<file path="config.mk">
export PLATFORM = sky130hd
export DESIGN_NAME = lag_measure
export DESIGN_NICKNAME = d
export VERILOG_FILES = /design/src/rtl/lag_measure.sv
export SDC_FILE = /design/constraint.sdc
export NUM_CORES = 1
export LEC_CHECK = 0
export CORE_MARGIN = 5
export CORE_UTILIZATION = 30
export CTS_CLUSTER_DIAMETER = 80
export DETAILED_ROUTE_END_ITERATION = 12
export DONT_BUFFER_PORTS = 1
export MAX_ROUTING_LAYER = met4
export PLACE_DENSITY = 0.55
export SLEW_MARGIN = 15
export SYNTH_ARGS = -nofsm -noshare
export SYNTH_HDL_FRONTEND = slang
export SYNTH_SLANG_ARGS = --single-unit
export TNS_END_PERCENT = 100
</file>
<file path="constraint.sdc">
create_clock -name clock -period 2.85 [get_ports clock]
set_input_delay 0.285 -clock clock [delete_from_list [all_inputs] [get_ports clock]]
set_output_delay 0.285 -clock clock [all_outputs]
set_load 0.02 [all_outputs]
</file>
<file path="src/rtl/lag_measure.sv">
// Display lag meter: times from the frame-generator start pulse to the photo
// sensor seeing light. The result is 4-digit BCD in 0.1 ms units. The sensor
// is synchronised and debounced, and the screen must first be seen dark.
module lag_measure #(
  parameter int TICK_DIV    = 7425,
  parameter int DEBOUNCE    = 16,
  parameter int SYNC_STAGES = 2
) (
  input  logic        clock,
  input  logic        reset,
  input  logic        starttrigger,
  input  logic        sensor,
  output logic [15:0] lag_bcd,
  output logic        lag_valid,
  output logic        timeout,
  output logic        busy
);

  localparam int PW = (TICK_DIV > 2) ? $clog2(TICK_DIV) : 1;
  localparam int DW = $clog2(DEBOUNCE + 1);
  localparam logic [PW-1:0] PRESC_LAST = PW'(TICK_DIV - 1);
  localparam logic [DW-1:0] DB_SAT     = DW'(DEBOUNCE - 1);

  typedef enum logic [1:0] {IDLE, WAIT_DARK, COUNT} state_t;

  state_t                 state;
  logic [SYNC_STAGES-1:0] sync;
  logic [DW-1:0]          db_cnt;
  logic                   synced;
  logic                   sensor_db;
  logic [PW-1:0]          presc;
  logic [15:0]            bcd;
  logic [15:0]            bcd_next;
  logic                   carry;
  logic                   last_tick;

  assign synced    = sync[SYNC_STAGES-1];
  // db_cnt holds the number of earlier consecutive high cycles, so the
  // current high cycle completes the run and a low cycle drops it at once.
  assign sensor_db = synced && (db_cnt == DB_SAT);
  assign last_tick = (presc == PRESC_LAST);

  // Sensor synchroniser chain.
  always_ff @(posedge clock) begin
    if (reset) sync <= '0;
    else       sync <= {sync[SYNC_STAGES-2:0], sensor};
  end

  // Saturating count of consecutive synced-high cycles.
  always_ff @(posedge clock) begin
    if (reset || !synced)    db_cnt <= '0;
    else if (db_cnt != DB_SAT) db_cnt <= db_cnt + DW'(1);
  end

  // Decimal increment of the 4-digit tick counter.
  always_comb begin
    bcd_next = bcd;
    carry    = 1'b1;
    for (int i = 0; i < 4; i++) begin
      if (carry) begin
        if (bcd[4*i +: 4] == 4'd9) begin
          bcd_next[4*i +: 4] = 4'd0;
        end else begin
          bcd_next[4*i +: 4] = bcd[4*i +: 4] + 4'd1;
          carry = 1'b0;
        end
      end
    end
  end

  // Measurement FSM with timing counters and registered outputs.
  always_ff @(posedge clock) begin
    if (reset) begin
      state     <= IDLE;
      presc     <= '0;
      bcd       <= '0;
      lag_bcd   <= '0;
      lag_valid <= 1'b0;
      timeout   <= 1'b0;
      busy      <= 1'b0;
    end else begin
      lag_valid <= 1'b0;
      timeout   <= 1'b0;
      case (state)
        IDLE: begin
          if (starttrigger) begin
            state <= WAIT_DARK;
            presc <= '0;
            bcd   <= '0;
            busy  <= 1'b1;
          end
        end
        WAIT_DARK, COUNT: begin
          // Detection wins over a simultaneous timeout.
          if (state == COUNT && sensor_db) begin
            lag_bcd   <= bcd;
            lag_valid <= 1'b1;
            state     <= IDLE;
            busy      <= 1'b0;
          end else if (last_tick && bcd == 16'h9999) begin
            timeout <= 1'b1;
            state   <= IDLE;
            busy    <= 1'b0;
          end else begin
            // A lit reading only counts after the screen was seen dark.
            if (state == WAIT_DARK && !sensor_db) state <= COUNT;
            if (last_tick) begin
              presc <= '0;
              bcd   <= bcd_next;
            end else begin
              presc <= presc + PW'(1);
            end
          end
        end
        default: begin
          state <= IDLE;
          busy  <= 1'b0;
        end
      endcase
    end
  end

endmodule

</file>
# Word-level counts from Yosys, hierarchy flattened
# Index checks and enable logic that the tools add are counted.
[op_classes] n_mux=33 eq_ne=19 n_mul=0 add_sub_neg=6 div=0 order_cmp=0 shift=0 n_bitwise=1 n_reduce_logical=20
[op_table] operator="$mux 16" n=4
[op_table] operator="$mux 13" n=4
[op_table] operator="$pmux 16 s2" n=1
[op_table] operator="$mux 4" n=7
[op_table] operator="$pmux 13 s2" n=1
[op_table] operator="$reduce_and 6->1" n=3
[op_table] operator="$add 4x1->4 const B" n=4
[op_table] operator="$eq 16x16->1 const B" n=1
[op_table] operator="$eq 4x4->1 const B" n=4
[op_table] operator="$ne 2x2->1 const B" n=7
[op_table] operator="$add 13x1->13 const B" n=1
[op_table] operator="$eq 13x13->1 const B" n=1
[op_table] operator="$mux 1" n=10
[op_table] operator="$mux 2" n=4
[op_table] operator="$reduce_and 2->1" n=3
[op_table] operator="$add 5x1->5 const B" n=1
[op_table] operator="$eq 5x4->1 const B" n=1
[op_table] operator="$ne 5x4->1 const B" n=1
[op_table] operator="$reduce_and 5->1" n=1
[op_table] operator="$logic_and 1x1->1" n=4
[op_table] operator="$ne 4x4->1 const B" n=1
[op_table] operator="$pmux 2 s2" n=1
[op_table] operator="$reduce_and 4->1" n=1
[op_table] operator="$reduce_or 2->1" n=2
[op_table] operator="other kinds (10)" n=11
[totals] inputBits=4 mem_count=0 ram_bits=0 romBits=0 latchBits=0 out_inout_bits=19 ff_bits=57 wordCells=91

# Longest topological paths before layout
[logic_depth] depth_word=9 mapped_depth=10 ltp_nobuf=8

# Worst setup path before layout
# Ideal clock, no wire load.
[synth_timing] path_type="register to register" start="register state[0]" end="register bcd[1]" setup_time_ns=0.070 n_path_buf=3 synth_period_minus_slack_ns=2.300 t_required_ns=2.780 path_stages_with_launch=10 t_arrival_ns=2.229 path_slack_ns=0.550 cell_sequence="dfxtp_1 > inv_1 > ha_1 > buf_6 > and4_4 > buf_6 > or3_1 > buf_2 > or4_1 > a21oi_1"
[synth_between] elab_chain_cells=4 word_cells_on_any_way=12 cone_classes="eq/ne (6); mux (1); reduce/logical (5)"
[synth_lines] element="start, declared" line="26" rtl="state_t state;"
[synth_lines] element="start signal, assigned" line="74" rtl="state <= IDLE;"
[synth_lines] element="start signal, assigned" line="87" rtl="state <= WAIT_DARK;"
[synth_lines] element="start signal, assigned" line="98" rtl="state <= IDLE;"
[synth_lines] element="$eq 2x2->1 / $eq 2x1->1 (equally long branches)" line="84, 95"
[synth_lines] element="$reduce_or 2->1 / $logic_and 1x1->1 (equally long branches)" line="84, 95"
[synth_lines] element="$ne 2x2->1 (no line) / $reduce_bool 2->1 (equally long branches)"
[synth_lines] element="$reduce_and 5->1 (no line)"
[synth_lines] element="end signal, assigned" line="109" rtl="bcd <= bcd_next;"
[synth_lines] element="end, declared" line="32" rtl="logic [15:0] bcd;"
# Several ways; a longest one is shown, not always the timed one.
# A chain may end at the register's enable or synchronous reset.

# Worst setup path in the final report
[layout_timing] start="register db_cnt[0]" end="register bcd[2]"
[layout_between] elab_chain_cells=5
[layout_lines] element="start, declared" line="28" rtl="logic [DW-1:0] db_cnt;"
[layout_lines] element="start signal, assigned" line="52" rtl="else if (db_cnt != DB_SAT) db_cnt <= db_cnt + DW'(1);"
[layout_lines] element="$eq 5x4->1" line="40" rtl="assign sensor_db = synced && (db_cnt == DB_SAT);"
[layout_lines] element="$logic_and 1x1->1" line="40"
[layout_lines] element="$logic_and 1x1->1" line="95" rtl="if (state == COUNT && sensor_db) begin"
[layout_lines] element="$ne 2x2->1 (no line)"
[layout_lines] element="$reduce_and 5->1 (no line)"
# Every way passes these cells.

==> metrics.md <==
| Metric | Value |
|---|---|
| Seq/Total Area, Yosys | `approximately two fifths` |
| Seq cells post-synth | `57` |
| TritonCTS Buffers | `9` |
| I/O pins | `23` |
| Fin crit period | `between 2 and 2.5 ns` |
| Hold EP | `lag_bcd[5]$_SDFFE_PP0P_` |
| Effective utilization at floorplan | `a little under a third` |
| Part of the cycle the worst path needs | `87.7%` |
| Cells on Worst Hold Path | `1` |
| Die width | `roughly 110 microns` |
| Unrepaired setup endpoints after global routing | `no` |
| Critical path class | `flop to flop` |
| Root Driver | `clkbuf_8` |
| Outcome | `completed` |
| Setup TNS | `0 ns` |
| Antenna violations before repair | `0` |
| Post-synth ARST share | `0%` |
| Rows | `35` |
| # setup viols final | `0` |
| DRC viols | `0` |
| Total gr overflow | `0` |
| Final Hold Viols | `0` |
| Die area | `about 0.011 sq mm` |
| Worst-Margin Slew | `between 0.7 and 0.8 ns` |
| Avg WL per Cell | `14.9 microns` |
| Layout Nets | `approximately 350` |
| Layout area overhead | `12.1%` |
| Pwr Density | `approximately 640 mW/mm^2` |
| First-pass GRT wire length | `around 11000 microns` |
| Final Skew | `roughly 0.010 ns` |
| CTS tree | `built` |
| Final Wtd Congestion | `0.812` |
| # port buffers | `0` |
| Pin count of the biggest net entering global routing | `21` |
| P_leak | `~1.2 nW` |
| Share of cells above drive strength 1 | `under 10%` |
| Mapped Cells | `between 300 and 400` |
| EDFF count, synth | `0` |
| DRT Pass-1 Iters | `6` |
| Netlist Area Pre-Place | `about 0.0028 sq mm` |
| CTS resizes | `0` |
| Hold WS | `0.0212 ns` |
| Max_slew headroom | `between 40% and 50%` |
| Max cap viols | `0` |
| Worst r2r dst | `bcd[2]$_SDFFE_PP0P_` |
| Fmax achieved | `roughly 400 MHz` |
| Max-slew violations | `0` |
| Main synth FF type | `dfxtp_1` |
| DIE HEIGHT | `between 100 and 150 microns` |
| Post-synth top area share | `between 40% and 50%` |
| Later-pin clock latency in the skew report | `between 0.3 and 0.4 ns` |
| Hold Path Class | `input port to flop` |
| Critical Path RT | `about 3.1 ns` |
| FF-to-FF Start | `db_cnt[0]$_SDFFE_PP0P_` |
| DR vias/cell | `5.26` |
| Total detailed-routing wirelength | `approximately 6700 microns` |
| Clock buffer depth | `2` |
| Most frequent cells in the layout | `dfxtp_1 (57), nand2_1 (47), a21oi_1 (31)` |
| Hpwl dp | `4510 microns` |
| Synth area leaders | `dfxtp_1 (41%), ha_1 (7.1%), nand2_1 (6.3%), a21oi_1 (5.5%), nor2_1 (2.9%)` |
| R2r worst-path depth | `9` |
| Antenna Nets Post-Route | `0` |
| CTS sink count | `57` |
| Count of cell types in the netlist | `52` |
| Synth warn | `0` |
| All-Layer GR Usage | `approximately an eighth` |
| Reg clk slew, reported paths | `0.07 ns` |
| Vias | `about 2400` |
| R2r setup slk | `between 0.3 and 0.4 ns` |
| Synthesized area per cell | `8.55 sq um` |
| Core area | `slightly above 0.009 sq mm` |
| Initial DRC Count | `127` |
| Crit path max fanout | `20` |
| Vias in the first global route | `approximately 2300` |
| Commonest non-fill, non-tap cell in the layout | `dfxtp_1` |
| CP arrival | `~2.8 ns` |
| Total nets after synthesis | `roughly 350` |
| Kind of end point of the critical path | `flop` |
| Post-synth top area cell | `dfxtp_1` |
| Worst VDD drop | `around 0.23 mV` |
| CP startpoint kind | `flop` |
| Antenna Cells | `0` |
| Hold Startpoint | `reset` |
| Htree depth | `3` |
power by group:
group          total, mW  internal, mW  switching, mW
Sequential         0.835         0.815         0.0201
Clock              0.750         0.424          0.326
Combinational      0.426         0.139          0.286
cells by family after synthesis:
family                     Yosys count  share of synthesized area, %
AOI/OAI and AO/OA                   73                          16.9
xor gates and xnor gates            11                          3.43
adders and majority gates           16                          7.12
buffers and inverters               29                          4.49
DFF                                 57                          40.6
muxes                                3                          1.07
and+or+nand+nor                    140                          26.4
registers in the layout, summed over array words and instances (netlist names):
register   count
bcd           16
lag_bcd       16
presc         13
db_cnt         5
state          2
sync           2
busy           1
lag_valid      1
timeout        1
routing by layer:
| metal | vias up | global-route usage (%) | part of all wire [%] |
|---|---|---|---|
| met5 | - | - | 0 |
| met4 | 0 | 5.84 | 2.6 |
| met3 | 16 | 4.52 | 5.6 |
| met2 | 58 | 20.5 | 47 |
| met1 | 1103 | 14.3 | 45 |
| li1 | 1189 | - | - |
synth_stat cells (4+ instances only):
cell and number:
dfxtp_1 57, nand2_1 47, a21oi_1 31, nor2_1 22, ha_1 16, inv_1 13, o21ai_0 12, nand3_1 11
clkbuf_1 10, nand4_1 9, nor3_1 9, xor2_1 9, nor2b_1 7, a31oi_1 5, and3_1 5, or3_1 5
nand3b_1 4, nor4_1 4, o41ai_1 4
worst max-delay path by stage:
stage | start | endpoint
2_1_floorplan | state[0]$_SDFFE_PP0P_ | bcd[1]$_SDFFE_PP0P_
3_3_place_gp | db_cnt[0]$_SDFFE_PP0P_ | presc[3]$_SDFFE_PP0P_
3_5_place_dp | db_cnt[0]$_SDFFE_PP0P_ | presc[7]$_SDFFE_PP0P_
4_1_cts | db_cnt[0]$_SDFFE_PP0P_ | presc[8]$_SDFFE_PP0P_
5_1_grt | db_cnt[0]$_SDFFE_PP0P_ | bcd[7]$_SDFFE_PP0P_
6_report | db_cnt[0]$_SDFFE_PP0P_ | bcd[2]$_SDFFE_PP0P_
stage by stage:
step | cell area (sq um) | worst slack, ns | util, % | total power, mW | cells
detailed placement | 2920 | 0.379 | 31.7 | 1.26 | 430
CTS | 3150 | 0.343 | 34.3 | 2.04 | 450
finish | 3150 | 0.351 | 34.3 | 2.01 | 450
global placement | 2920 | 0.440 | 31.7 | 1.26 | 430
floorplan | 2810 | 0.550 | - | 1.18 | 329
global route | 3150 | 0.195 | 34.3 | 2.12 | 450
critical path, stage by stage, from the launching register on:
cell and delay, ns:
dfxtp_1 0.33, ha_1 0.21, and3_1 0.18, ha_1 0.20, and4_4 0.23, or3_1 0.54
buf_4 0.23, nor2_1 0.20, nand4b_1 0.13, a21oi_1 0.17
area by class of cell:
cell class / count / area (sq um)
fill: 962 / 6040
multi-input combinational: 243 / 1550
sequential: 57 / 1140
clock buffer: 11 / 141
tap: 111 / 139
timing repair buffer: 9 / 77.6
clock inverter: 5 / 55.1
inverter: 14 / 52.6
repair_timing:
action | in CTS | in global routing
hold buffers | 4 | 0
endpoints found under the setup margin | 0 | 0
endpoints found under the hold margin | 17 | 0
buffers inserted | 0 | 0
Note: power is estimated with default switching activity, not from simulation.
